[config.mk]
export PLATFORM = sky130hd
export DESIGN_NAME = clk_div_gen
export DESIGN_NICKNAME = d
export VERILOG_FILES = /design/src/rtl/clk_div_pkg.sv /design/src/rtl/clk_div_ch.sv /design/src/rtl/clk_div_gen.sv
export SDC_FILE = /design/constraint.sdc
export NUM_CORES = 1
export LEC_CHECK = 0
export BUFFER_PORTS_ARGS = -buffer_cell sky130_fd_sc_hd__buf_2
export CORE_MARGIN = 5
export CORE_UTILIZATION = 24
export CTS_CLUSTER_SIZE = 25
export DETAILED_ROUTE_END_ITERATION = 12
export SLEW_MARGIN = 20
export SYNTH_ARGS = -nofsm -noshare
export SYNTH_HDL_FRONTEND = slang
export SYNTH_SLANG_ARGS = --single-unit
[constraint.sdc]
create_clock -name clk -period 2.9 [get_ports clk]
set_input_delay 0.145 -clock clk [delete_from_list [all_inputs] [get_ports clk]]
set_output_delay 0.145 -clock clk [all_outputs]
set_load 0.05 [all_outputs]
[src/rtl/clk_div_pkg.sv]
// rtl/clk_div_pkg.sv - shared types and default widths for the clock divider
package clk_div_pkg;

    typedef enum logic [1:0] {
        IDLE  = 2'd0,
        RUN   = 2'd1,
        DRAIN = 2'd2
    } ch_state_t;

    localparam int DEF_NUM_CH = 4;
    localparam int DEF_CNT_W  = 8;

endpackage

[src/rtl/clk_div_ch.sv]
// rtl/clk_div_ch.sv - one divider channel: FSM, half-period counter, shadow divide register
//
// Ports:
//   clk, rst_n   system clock, asynchronous active-low reset
//   en           run enable (level)
//   load         one-cycle request to capture div_val into the pending register
//   div_val      half-period in clk cycles (0 = stopped)
//   clk_out      registered 50% duty divided clock
//   tick         one-cycle pulse in the cycle clk_out changes
//   load_ack     one-cycle pulse in the cycle a captured value becomes active
//   busy         channel is not IDLE
module clk_div_ch
    import clk_div_pkg::*;
#(
    parameter int CNT_W = DEF_CNT_W
) (
    input  logic             clk,
    input  logic             rst_n,
    input  logic             en,
    input  logic             load,
    input  logic [CNT_W-1:0] div_val,
    output logic             clk_out,
    output logic             tick,
    output logic             load_ack,
    output logic             busy
);

    ch_state_t        state;
    logic [CNT_W-1:0] active;
    logic [CNT_W-1:0] pending;
    logic [CNT_W-1:0] cnt;
    logic             pend;

    logic             hit;
    logic             boundary;
    logic             apply;
    logic [CNT_W-1:0] next_active;

    always_comb begin
        // active is never 0 outside IDLE, so the wrap of active-1 is unreachable
        hit         = (state != IDLE) && (cnt == active - CNT_W'(1));
        // the period boundary is the high-to-low toggle
        boundary    = hit && clk_out;
        apply       = pend && ((state == IDLE) || boundary);
        next_active = apply ? pending : active;
    end

    assign busy = (state != IDLE);

    always_ff @(posedge clk or negedge rst_n) begin
        if (!rst_n) begin
            state    <= IDLE;
            active   <= '0;
            pending  <= '0;
            pend     <= 1'b0;
            cnt      <= '0;
            clk_out  <= 1'b0;
            tick     <= 1'b0;
            load_ack <= 1'b0;
        end else begin
            tick     <= 1'b0;
            load_ack <= apply;
            if (apply) begin
                active <= pending;
            end
            // a load coinciding with an apply becomes the next pending value
            if (load) begin
                pending <= div_val;
                pend    <= 1'b1;
            end else if (apply) begin
                pend <= 1'b0;
            end

            case (state)
                IDLE: begin
                    cnt     <= '0;
                    clk_out <= 1'b0;
                    if (en && (next_active != '0)) begin
                        state <= RUN;
                    end
                end
                RUN: begin
                    if (!en && !clk_out) begin
                        state <= IDLE;
                        cnt   <= '0;
                    end else if (hit) begin
                        cnt     <= '0;
                        clk_out <= ~clk_out;
                        tick    <= 1'b1;
                        if (clk_out && (!en || (next_active == '0))) begin
                            state <= IDLE;
                        end
                    end else begin
                        cnt <= cnt + CNT_W'(1);
                        if (!en) begin
                            state <= DRAIN;
                        end
                    end
                end
                DRAIN: begin
                    // en is ignored here; the high phase always completes
                    if (hit) begin
                        cnt     <= '0;
                        clk_out <= 1'b0;
                        tick    <= 1'b1;
                        state   <= IDLE;
                    end else begin
                        cnt <= cnt + CNT_W'(1);
                    end
                end
                default: begin
                    state   <= IDLE;
                    cnt     <= '0;
                    clk_out <= 1'b0;
                end
            endcase
        end
    end

endmodule

[src/rtl/clk_div_gen.sv]
// rtl/clk_div_gen.sv - multi-channel divided clock / tick generator
//
// Ports:
//   clk, rst_n   system clock, asynchronous active-low reset
//   en           per-channel run enable
//   div_val      per-channel half-period, channel i at [i*CNT_W +: CNT_W]
//   load         per-channel capture request
//   load_ack     per-channel pulse when a captured value becomes active
//   clk_out      per-channel divided clock
//   tick         per-channel pulse on every clk_out change
//   busy         any channel not IDLE
module clk_div_gen
    import clk_div_pkg::*;
#(
    parameter int NUM_CH = DEF_NUM_CH,
    parameter int CNT_W  = DEF_CNT_W
) (
    input  logic                    clk,
    input  logic                    rst_n,
    input  logic [NUM_CH-1:0]       en,
    input  logic [NUM_CH*CNT_W-1:0] div_val,
    input  logic [NUM_CH-1:0]       load,
    output logic [NUM_CH-1:0]       load_ack,
    output logic [NUM_CH-1:0]       clk_out,
    output logic [NUM_CH-1:0]       tick,
    output logic                    busy
);

    logic [NUM_CH-1:0] ch_busy;

    for (genvar i = 0; i < NUM_CH; i++) begin : g_ch
        clk_div_ch #(
            .CNT_W(CNT_W)
        ) u_ch (
            .clk      (clk),
            .rst_n    (rst_n),
            .en       (en[i]),
            .load     (load[i]),
            .div_val  (div_val[i*CNT_W +: CNT_W]),
            .clk_out  (clk_out[i]),
            .tick     (tick[i]),
            .load_ack (load_ack[i]),
            .busy     (ch_busy[i])
        );
    end

    assign busy = |ch_busy;

endmodule
==> flow_summary.toml, run 1 <==
[cts]
cts.path.max_buffers = 2
cts_sinks = 120
htreeDepth = 4
clk_pin_slew_worst_paths_ps = 60
cts-root-buf = "clkbuf_16"
cts_inserted_buffers = 17
cts_tree = "done"
clkLatencyLatePin_ps = 410

[route]
antenna_left = 0
firstDrtPassIters = 4
vias = 4836
drt_iter0_markers = 156
drc = 0
routed_via_density = 4.528
post_drt_wl_per_cell_microns = 13.21
drt_wl_total_mm = 14.11

[final_layout]
drive_gt1_share_pct = 26.69
diodes = 0
syn_to_final_growth_pct = 26.62
fillers = 2774
design_area_sq_mm = 0.008160
final_nets = 776

[sta]
worst_pin_slew_ps = 480.9
post-route-min-period_ps = 2787
setup_viol = 0
fmax_mhz = 358.8
maxSlewHeadroom_pct = 67.80
finalHoldViolations = 0
drv_slew = 0
clock_skew_ps = 11.21
period_share_pct = 96.11
fin_setup_tns_ps = 0

[outcome]
status = "finished, final reports clean"

[synthesis]
synth_cells = 613
synth_edf_count = 0
avgSynthCellArea_sq_um = 10.51
ys_seq_elements = 120
synthArstFlopShare_pct = 100.0
synth_top_area_cell = "dfrtp_1"
yosysMostFrequentCell = "dfrtp_1"
synth_fp_nets = 675
synth_ff_type = "dfrtp_1"
netlist_area_sq_mm = 0.006445
synth_common_cells = "dfrtp_1, mux2_2, nor2_1"
yosys.area.top_type_share_pct = 46.59
ys_seq_area_share_pct = 46.59
yosys_warnings = 0
ys_top_cells_by_area = "dfrtp_1, mux2_2, xnor2_1"
synth.distinct_cells = 64

[die]
die_w_microns = 173.9
die-area_sq_mm = 0.03023
io_pins = 55
core_area_sq_mm = 0.02673
die_y_microns = 173.9
rows = 60
start_util_pct = 24.12

[grt]
grt_antenna_before_repair = 0
grt_usage_pct = 9.551
grt_overflow = 0
grt_max_degree = 47
grt_pass1_vias = 4789
grt_pass1_wl_mm = 23.87

[worst_setup_path]
cp.required_ps = 3190
path_max_fanout = 11
endpoint_kind = "flip-flop"
cp.arrival_ps = 3080
path_cells = "or4_1, or4b_2, a21oi_2, o2111ai_2, a21boi_2, buf_6, mux2_2"
cp-start-kind = "flip-flop"
crit_path_top_delay_cell = "or4b_2"
slowest_delay_ps = 680
critical_path_class = "flip-flop to flip-flop"

[power_and_ir_drop]
power_per_cell_area_mw_per_mm2 = 676.1
p_leak_uw = 0.003530
total_power_uw = 5518
ir_drop_v = 0.0003851

[job]
drv_cap = 0

[place]
placed_area_sq_mm = 0.007159
place.gp.congestion = 0.7618
port_buffers = 54
dp_hpwl_mm = 10.19

[worst_hold_path]
holdCritPathClass = "primary input to flip-flop"
power by group:
part / total (uW) / internal, uW / switching (uW)
Sequential: 2050 / 1870 / 177
Clock: 2230 / 1410 / 820
Combinational: 1240 / 620 / 624
kinds of logic after synthesis:
logic type / Yosys count / synth area share [%]
flops: 120 / 46.59
mux: 65 / 11.28
xor+xnor: 61 / 8.290
buf+inv: 63 / 4.484
fa+ha+maj: 20 / 3.883
simple gates: 196 / 15.98
compound gates: 88 / 9.494
cell usage in the layout, fill, tap and decap left out, drive strengths merged, types with 3 or more instances in the layout:
| cell | n |
|---|---|
| a21oi | 10 |
| a31o | 4 |
| a31oi | 3 |
| and3 | 13 |
| buf | 78 |
| bufinv | 3 |
| clkbuf | 19 |
| clkinv | 4 |
| clkinvlp | 3 |
| dfrtp | 120 |
| dlygate4sd3 | 33 |
| ha | 20 |
| inv | 37 |
| mux2 | 61 |
| mux2i | 4 |
| nand2 | 27 |
| nand2b | 8 |
| nand3 | 25 |
| nand3b | 3 |
| nand4 | 5 |
| nor2 | 59 |
| nor3 | 8 |
| nor3b | 5 |
| nor4 | 11 |
| nor4b | 5 |
| o211ai | 7 |
| o21a | 3 |
| o21ai | 25 |
| o31ai | 10 |
| or2 | 4 |
| or3 | 5 |
| or3b | 3 |
| or4 | 7 |
| xnor2 | 34 |
| xor2 | 27 |
stage by stage:
step,setup slack (ps),hold slack (ps),instances,util (%)
after floorplan,93.09,-150.6,613,-
after global placement,76.26,132.7,1000,26.79
after detailed placement,33.45,127.6,1000,26.79
after CTS,10.81,9.882,1065,30.34
after global routing,-16.53,32.99,1068,30.53
final,112.7,36.13,1068,30.53
sequential cells by signal (all words and copies together), names as in the netlist:
name and count:
g_ch.u_ch.clk_out 4, g_ch.u_ch.active 32, g_ch.u_ch.pending 32, g_ch.u_ch.state 8, g_ch.u_ch.load_ack 4, g_ch.u_ch.tick 4, g_ch.u_ch.cnt 32, g_ch.u_ch.pend 4
layer usage:
layer | part of all wire, % | up-vias | track usage (%)
met5 | 0 | - | 0
met4 | 1.3 | 0 | 3.365
met3 | 3.2 | 13 | 2.072
met2 | 46 | 71 | 15.12
met1 | 49 | 2376 | 12.93
li1 | - | 2376 | -
worst paths after layout:
path / startpoint / endpoint / slack [ps] / depth (start not counted)
setup / recovery: g_ch[3].u_ch.active[0] / g_ch[3].u_ch.active[4] / 110 / 7
hold / removal: en[0] / g_ch[0].u_ch.clk_out / 40 / 3
setup reg to reg: g_ch[3].u_ch.active[0] / g_ch[3].u_ch.active[4] / 110 / 7
hold reg to reg: g_ch[3].u_ch.pending[1] / g_ch[3].u_ch.active[1] / 510 / 2
max in group asynchronous: rst_n / g_ch[3].u_ch.pending[4] / 1930 / 3
min in group asynchronous: rst_n / g_ch[2].u_ch.load_ack / 240 / 2
worst max-delay path, delay by kind of cell, from the launching register on:
kind,cells,cell delay (ps)
simple gates,2,1210
flops,1,400
buf+inv,1,170
compound gates,3,560
mux,1,330
final cells by class:
cell class,count,area [sq um],area share (%)
Clock buffer,19,452.9,5.550
Clock inverter,13,166.4,2.039
Inverter,34,127.6,1.564
Multi-Input combinational cell,430,3184,39.02
Sequential cell,120,3003,36.80
Tap cell,341,426.7,5.228
Timing Repair Buffer,111,799.5,9.798
repair_timing:
action	CTS	global route
setup endpoints to repair	0	10
hold buffers	33	0
hold endpoints to repair	63	0
resized for setup	0	9
buffers inserted	0	3
(Power assumes the default switching activity.)
==> run 2: changes to the inputs <==
--- a/config.mk
+++ b/config.mk
@@ -7,7 +7,7 @@
 export LEC_CHECK = 0
 export BUFFER_PORTS_ARGS = -buffer_cell sky130_fd_sc_hd__buf_2
 export CORE_MARGIN = 5
-export CORE_UTILIZATION = 24
+export CORE_UTILIZATION = 30
 export CTS_CLUSTER_SIZE = 25
 export DETAILED_ROUTE_END_ITERATION = 12
 export SLEW_MARGIN = 20
==> flow_summary.toml, run 2 (synthesis gave the netlist of run 1 again) <==
[worst_setup_path]
path_max_fanout = 12
startpoint = "g_ch[3].u_ch.active[0]"
critical_path_class = "flip-flop to flip-flop"
worstRegToRegCells = 7
cp.required_ps = 3190
cp.arrival_ps = 3080
cp-start-kind = "flip-flop"
reg2reg_from = "g_ch[3].u_ch.active[0]"
endpoint_kind = "flip-flop"

[power_and_ir_drop]
power_per_cell_area_mw_per_mm2 = 679.1
p_leak_uw = 0.003534
internal_power_uw = 3933
p_clk_share_pct = 40.4
ir_drop_v = 0.0004287
comb_power_share_pct = 22.2
switchingPower_uw = 1557
swShare_pct = 28.37
seq_power_share_pct = 37.4

[grt]
grt_pass1_vias = 4780
grt_usage_pct = 11.79
grt_max_degree = 61
grt_pass1_wl_mm = 23.60
grt_antenna_before_repair = 0
grt_overflow = 0

[final_layout]
seq_area_sq_mm = 0.003003
diodes = 0
multi_input_comb_area_sq_mm = 0.003198
final_nets = 775
drive_gt1_share_pct = 26.72
layout_commonest_cell = "dfrtp_1"
reg_top3 = "g_ch.u_ch.active x32, g_ch.u_ch.cnt x32, g_ch.u_ch.pending x32"
final_cell_mix = "dfrtp_1, mux2_2, nor2_1"
fillers = 2090
syn_to_final_growth_pct = 25.45

[die]
start_util_pct = 30.56
core_area_sq_mm = 0.02109
die-area_sq_mm = 0.02451
die_y_microns = 156.6
rows = 53
io_pins = 55
die_w_microns = 156.6

[job]
drv_cap = 0

[route]
drt_wl_total_mm = 13.71
post_drt_wl_per_cell_microns = 13.69
routed_via_density = 4.767
firstDrtPassIters = 4
antenna_left = 0
vias = 4772
drt_iter0_markers = 235
drc = 0

[cts]
cts.path.max_buffers = 2
htreeDepth = 4
clkLatencyLatePin_ps = 410
clk_pin_slew_worst_paths_ps = 50
cts_tree = "done"
cts-root-buf = "clkbuf_16"
cts_inserted_buffers = 17
cts_sinks = 120

[sta]
drv_slew = 0
fmax_mhz = 358.9
maxSlewHeadroom_pct = 65.72
fin_setup_tns_ps = 0
setup_viol = 0
whs_ps = 36.43
period_share_pct = 96.08
post-route-min-period_ps = 2786
worst_pin_slew_ps = 511.9
clock_skew_ps = 7.469
finalHoldViolations = 0

[worst_hold_path]
holdCritStartpoint = "en[0]"
holdCritPathClass = "primary input to flip-flop"
worstHoldPathCells = 3

[place]
dp_hpwl_mm = 9.690
place.gp.congestion = 0.8171
port_buffers = 54

[outcome]
status = "finished, final reports clean"
-- run 2: changes by cell type in the layout (fill, tap and decap cells not counted), sizes merged --
cell and change:
buf -1, clkinvlp -2, clkbuf +1, bufinv +1
clkinv +2, inv -2
-- run 2: repair_timing --
item                       in CTS  in global routing
hold buffers                   33                  0
setup endpoints to repair       0                 23
resized for setup               0                 11
hold endpoints to repair       56                  0
buffers inserted                0                  1
-- run 2: worst paths after layout --
kind	slack, ps	to
worst min-delay path	40	g_ch[0].u_ch.clk_out
max in group asynchronous	1890	g_ch[1].u_ch.active[1]
worst min register to register	510	g_ch[3].u_ch.active[1]
min in group asynchronous	210	g_ch[2].u_ch.load_ack
worst max register to register	110	g_ch[3].u_ch.active[5]
worst max-delay path	110	g_ch[3].u_ch.active[5]
-- run 2: layer usage --
| layer | track usage (%) | up-vias | part of all wire (%) |
|---|---|---|---|
| li1 | - | 2373 | - |
| met1 | 15.78 | 2315 | 48 |
| met2 | 18.70 | 70 | 48 |
| met3 | 2.627 | 14 | 3.0 |
| met4 | 4.463 | 0 | 1.3 |
| met5 | 0 | - | 0 |
-- run 2: power groups by stage --
stage                     combinational [uW]  sequential [uW]  clock [uW]
final                                   1220             2050        2220
after global routing                    1360             2090        2340
after CTS                               1200             2050        2280
after detailed placement                1160             2080           0
after global placement                  1150             2070           0
after floorplan                          835             2040           0
-- run 2: critical path: stages (launching register included) --
cell and delay (ps):
dfrtp_1 400, or4_1 530, or4b_2 660, a21oi_2 200, o2111ai_2 140, a21boi_2 220
buf_6 170, mux2_2 340
-- run 2: cell type report --
| cell class | instances | share of cell area, % |
|---|---|---|
| multi-input combinational | 430 | 39.55 |
| inverter | 34 | 1.578 |
| clock inverter | 12 | 2.151 |
| tap | 275 | 4.256 |
| timing repair buffer | 110 | 9.796 |
| sequential | 120 | 37.14 |
| clock buffer | 20 | 5.525 |
-- run 2: through the flow --
step	total power (uW)	instance area (sq um)	utilization, %	cells	worst slack, ps
2_1_floorplan	2879	6451	-	613	93.09
3_3_place_gp	3222	7084	33.59	935	94.27
3_5_place_dp	3239	7084	33.59	935	67.41
4_1_cts	5531	8035	38.10	1000	58.17
5_1_grt	5788	8085	38.34	1001	-54.00
6_report	5491	8085	38.34	1001	113.7
==> run 3: changes to the inputs <==
--- a/config.mk
+++ b/config.mk
@@ -7,9 +7,11 @@
 export LEC_CHECK = 0
 export BUFFER_PORTS_ARGS = -buffer_cell sky130_fd_sc_hd__buf_2
 export CORE_MARGIN = 5
-export CORE_UTILIZATION = 30
+export CORE_UTILIZATION = 50
 export CTS_CLUSTER_SIZE = 25
 export DETAILED_ROUTE_END_ITERATION = 12
+export GPL_ROUTABILITY_DRIVEN = 0
+export PLACE_DENSITY = 0.71
 export SLEW_MARGIN = 20
 export SYNTH_ARGS = -nofsm -noshare
 export SYNTH_HDL_FRONTEND = slang
==> flow_summary.toml, run 3 (synthesis gave the netlist of run 1 again) <==
[outcome]
status = "finished, final reports clean"

[route]
drc = 0
drt_iter0_markers = 280
post_drt_wl_per_cell_microns = 15.31
drt_wl_total_mm = 13.77
routed_via_density = 5.415
antenna_left = 0
vias = 4868
firstDrtPassIters = 4

[power_and_ir_drop]
p_leak_uw = 0.003538
ir_drop_v = 0.0005592
power_per_cell_area_mw_per_mm2 = 698.3

[grt]
grt_overflow = 0
grt_pass1_wl_mm = 23.63
grt_max_degree = 45
grt_antenna_before_repair = 0
grt_pass1_vias = 5030
grt_usage_pct = 19.61

[final_layout]
fillers = 1029
reg_top3 = "g_ch.u_ch.active x32, g_ch.u_ch.cnt x32, g_ch.u_ch.pending x32"
final_nets = 776
diodes = 0
design_area_sq_mm = 0.007985
layout_commonest_cell = "dfrtp_1"
drive_gt1_share_pct = 27.10
syn_to_final_growth_pct = 23.90
final_cell_mix = "dfrtp_1, mux2_2, nor2_1"

[sta]
finalHoldViolations = 0
drv_slew = 0
period_share_pct = 96.79
maxSlewHeadroom_pct = 62.37
clock_skew_ps = 5.144
fmax_mhz = 356.3
setup_viol = 0
worst_pin_slew_ps = 564.5
fin_setup_tns_ps = 0
post-route-min-period_ps = 2807

[die]
die_w_microns = 123.5
core_area_sq_mm = 0.01262
die_y_microns = 123.5
start_util_pct = 51.07
io_pins = 55
rows = 41
die-area_sq_mm = 0.01526

[place]
dp_hpwl_mm = 9.568
port_buffers = 54
placed_area_sq_mm = 0.006890

[worst_setup_path]
critical_path_class = "flip-flop to flip-flop"
cp.arrival_ps = 3100
startpoint = "g_ch[3].u_ch.active[0]"
reg2reg_to = "g_ch[3].u_ch.active[5]"
critPathCapture = "g_ch[3].u_ch.active[5]"
cp.required_ps = 3190
endpoint_kind = "flip-flop"
cp-start-kind = "flip-flop"
rrSetupSlack_ps = 90
worstRegToRegCells = 9
path_max_fanout = 12
reg2reg_from = "g_ch[3].u_ch.active[0]"

[cts]
clkLatencyLatePin_ps = 410
cts.path.max_buffers = 2
htreeDepth = 4
cts_sinks = 120
clk_pin_slew_worst_paths_ps = 50
cts_tree = "done"
cts-root-buf = "clkbuf_16"
cts_inserted_buffers = 17

[worst_hold_path]
worstHoldPathCells = 3
holdCritPathClass = "primary input to flip-flop"

[job]
drv_cap = 0
## run 3: changes by cell type in the layout (fill, tap and decap cells not counted), sizes merged
cell,delta
clkbuf,+5
clkinvlp,+1
inv,-1
buf,+1
clkinv,-5
## run 3: stage by stage
stage	cells	hold WS, ps	power, uW	util [%]	setup slack [ps]
5_1_grt	899	31.56	5866	63.28	-25.86
3_3_place_gp	825	170.5	3145	54.60	80.44
6_report	899	26.93	5576	63.28	93.17
4_1_cts	890	3.669	5510	62.24	20.06
2_1_floorplan	613	-150.6	2879	-	93.09
3_5_place_dp	825	179.5	3208	54.60	-32.89
## run 3: how the worst min path moves through the flow
stage / startpoint / endpoint / slack [ps]
3_5_place_dp: rst_n / g_ch[2].u_ch.pending[1] / 180
6_report: en[0] / g_ch[0].u_ch.clk_out / 30
4_1_cts: en[0] / g_ch[0].u_ch.clk_out / 4
3_3_place_gp: rst_n / g_ch[2].u_ch.pend / 170
2_1_floorplan: rst_n / g_ch[0].u_ch.active[0] / -150
5_1_grt: en[0] / g_ch[0].u_ch.clk_out / 30
## run 3: report_power, final
group | switching, uW | internal [uW] | total, uW | leakage (uW)
Combinational | 656 | 629 | 1280 | 0.00174
Clock | 722 | 1500 | 2230 | 0.000298
Sequential | 191 | 1870 | 2060 | 0.00150
## run 3: what timing repair did
item	in CTS	in global routing
pin swaps	1	8
buffers inserted	0	9
resized for setup	2	18
endpoints found under the hold margin	73	0
hold buffers	33	0
setup endpoints to repair	6	32
## run 3: worst max-delay path, cell delays in order, from the launching register on
cell	delay (ps)
dfrtp_1	420
inv_2	80
ha_2	180
or3b_4	400
or4_4	440
a211oi_4	240
o2111ai_2	180
a21boi_2	240
buf_6	170
mux2_2	330
## run 3: area by class of cell
class,count,area (sq um),area share (%)
timing repair buffer,111,787.0,9.856
tap,172,215.2,2.695
clock inverter,7,140.1,1.755
sequential,120,3003,37.61
inverter,34,127.6,1.598
clock buffer,25,485.5,6.080
multi-input combinational,430,3227,40.41
## run 3: routing by layer
metal,wire [microns],share of wire [%],global-route usage (%),vias up
li1,-,-,-,2374
met1,5977,43,24.87,2397
met2,7054,51,33.20,82
met3,570,4.1,4.941,15
met4,164,1.2,5.813,0
met5,0,0,0,-
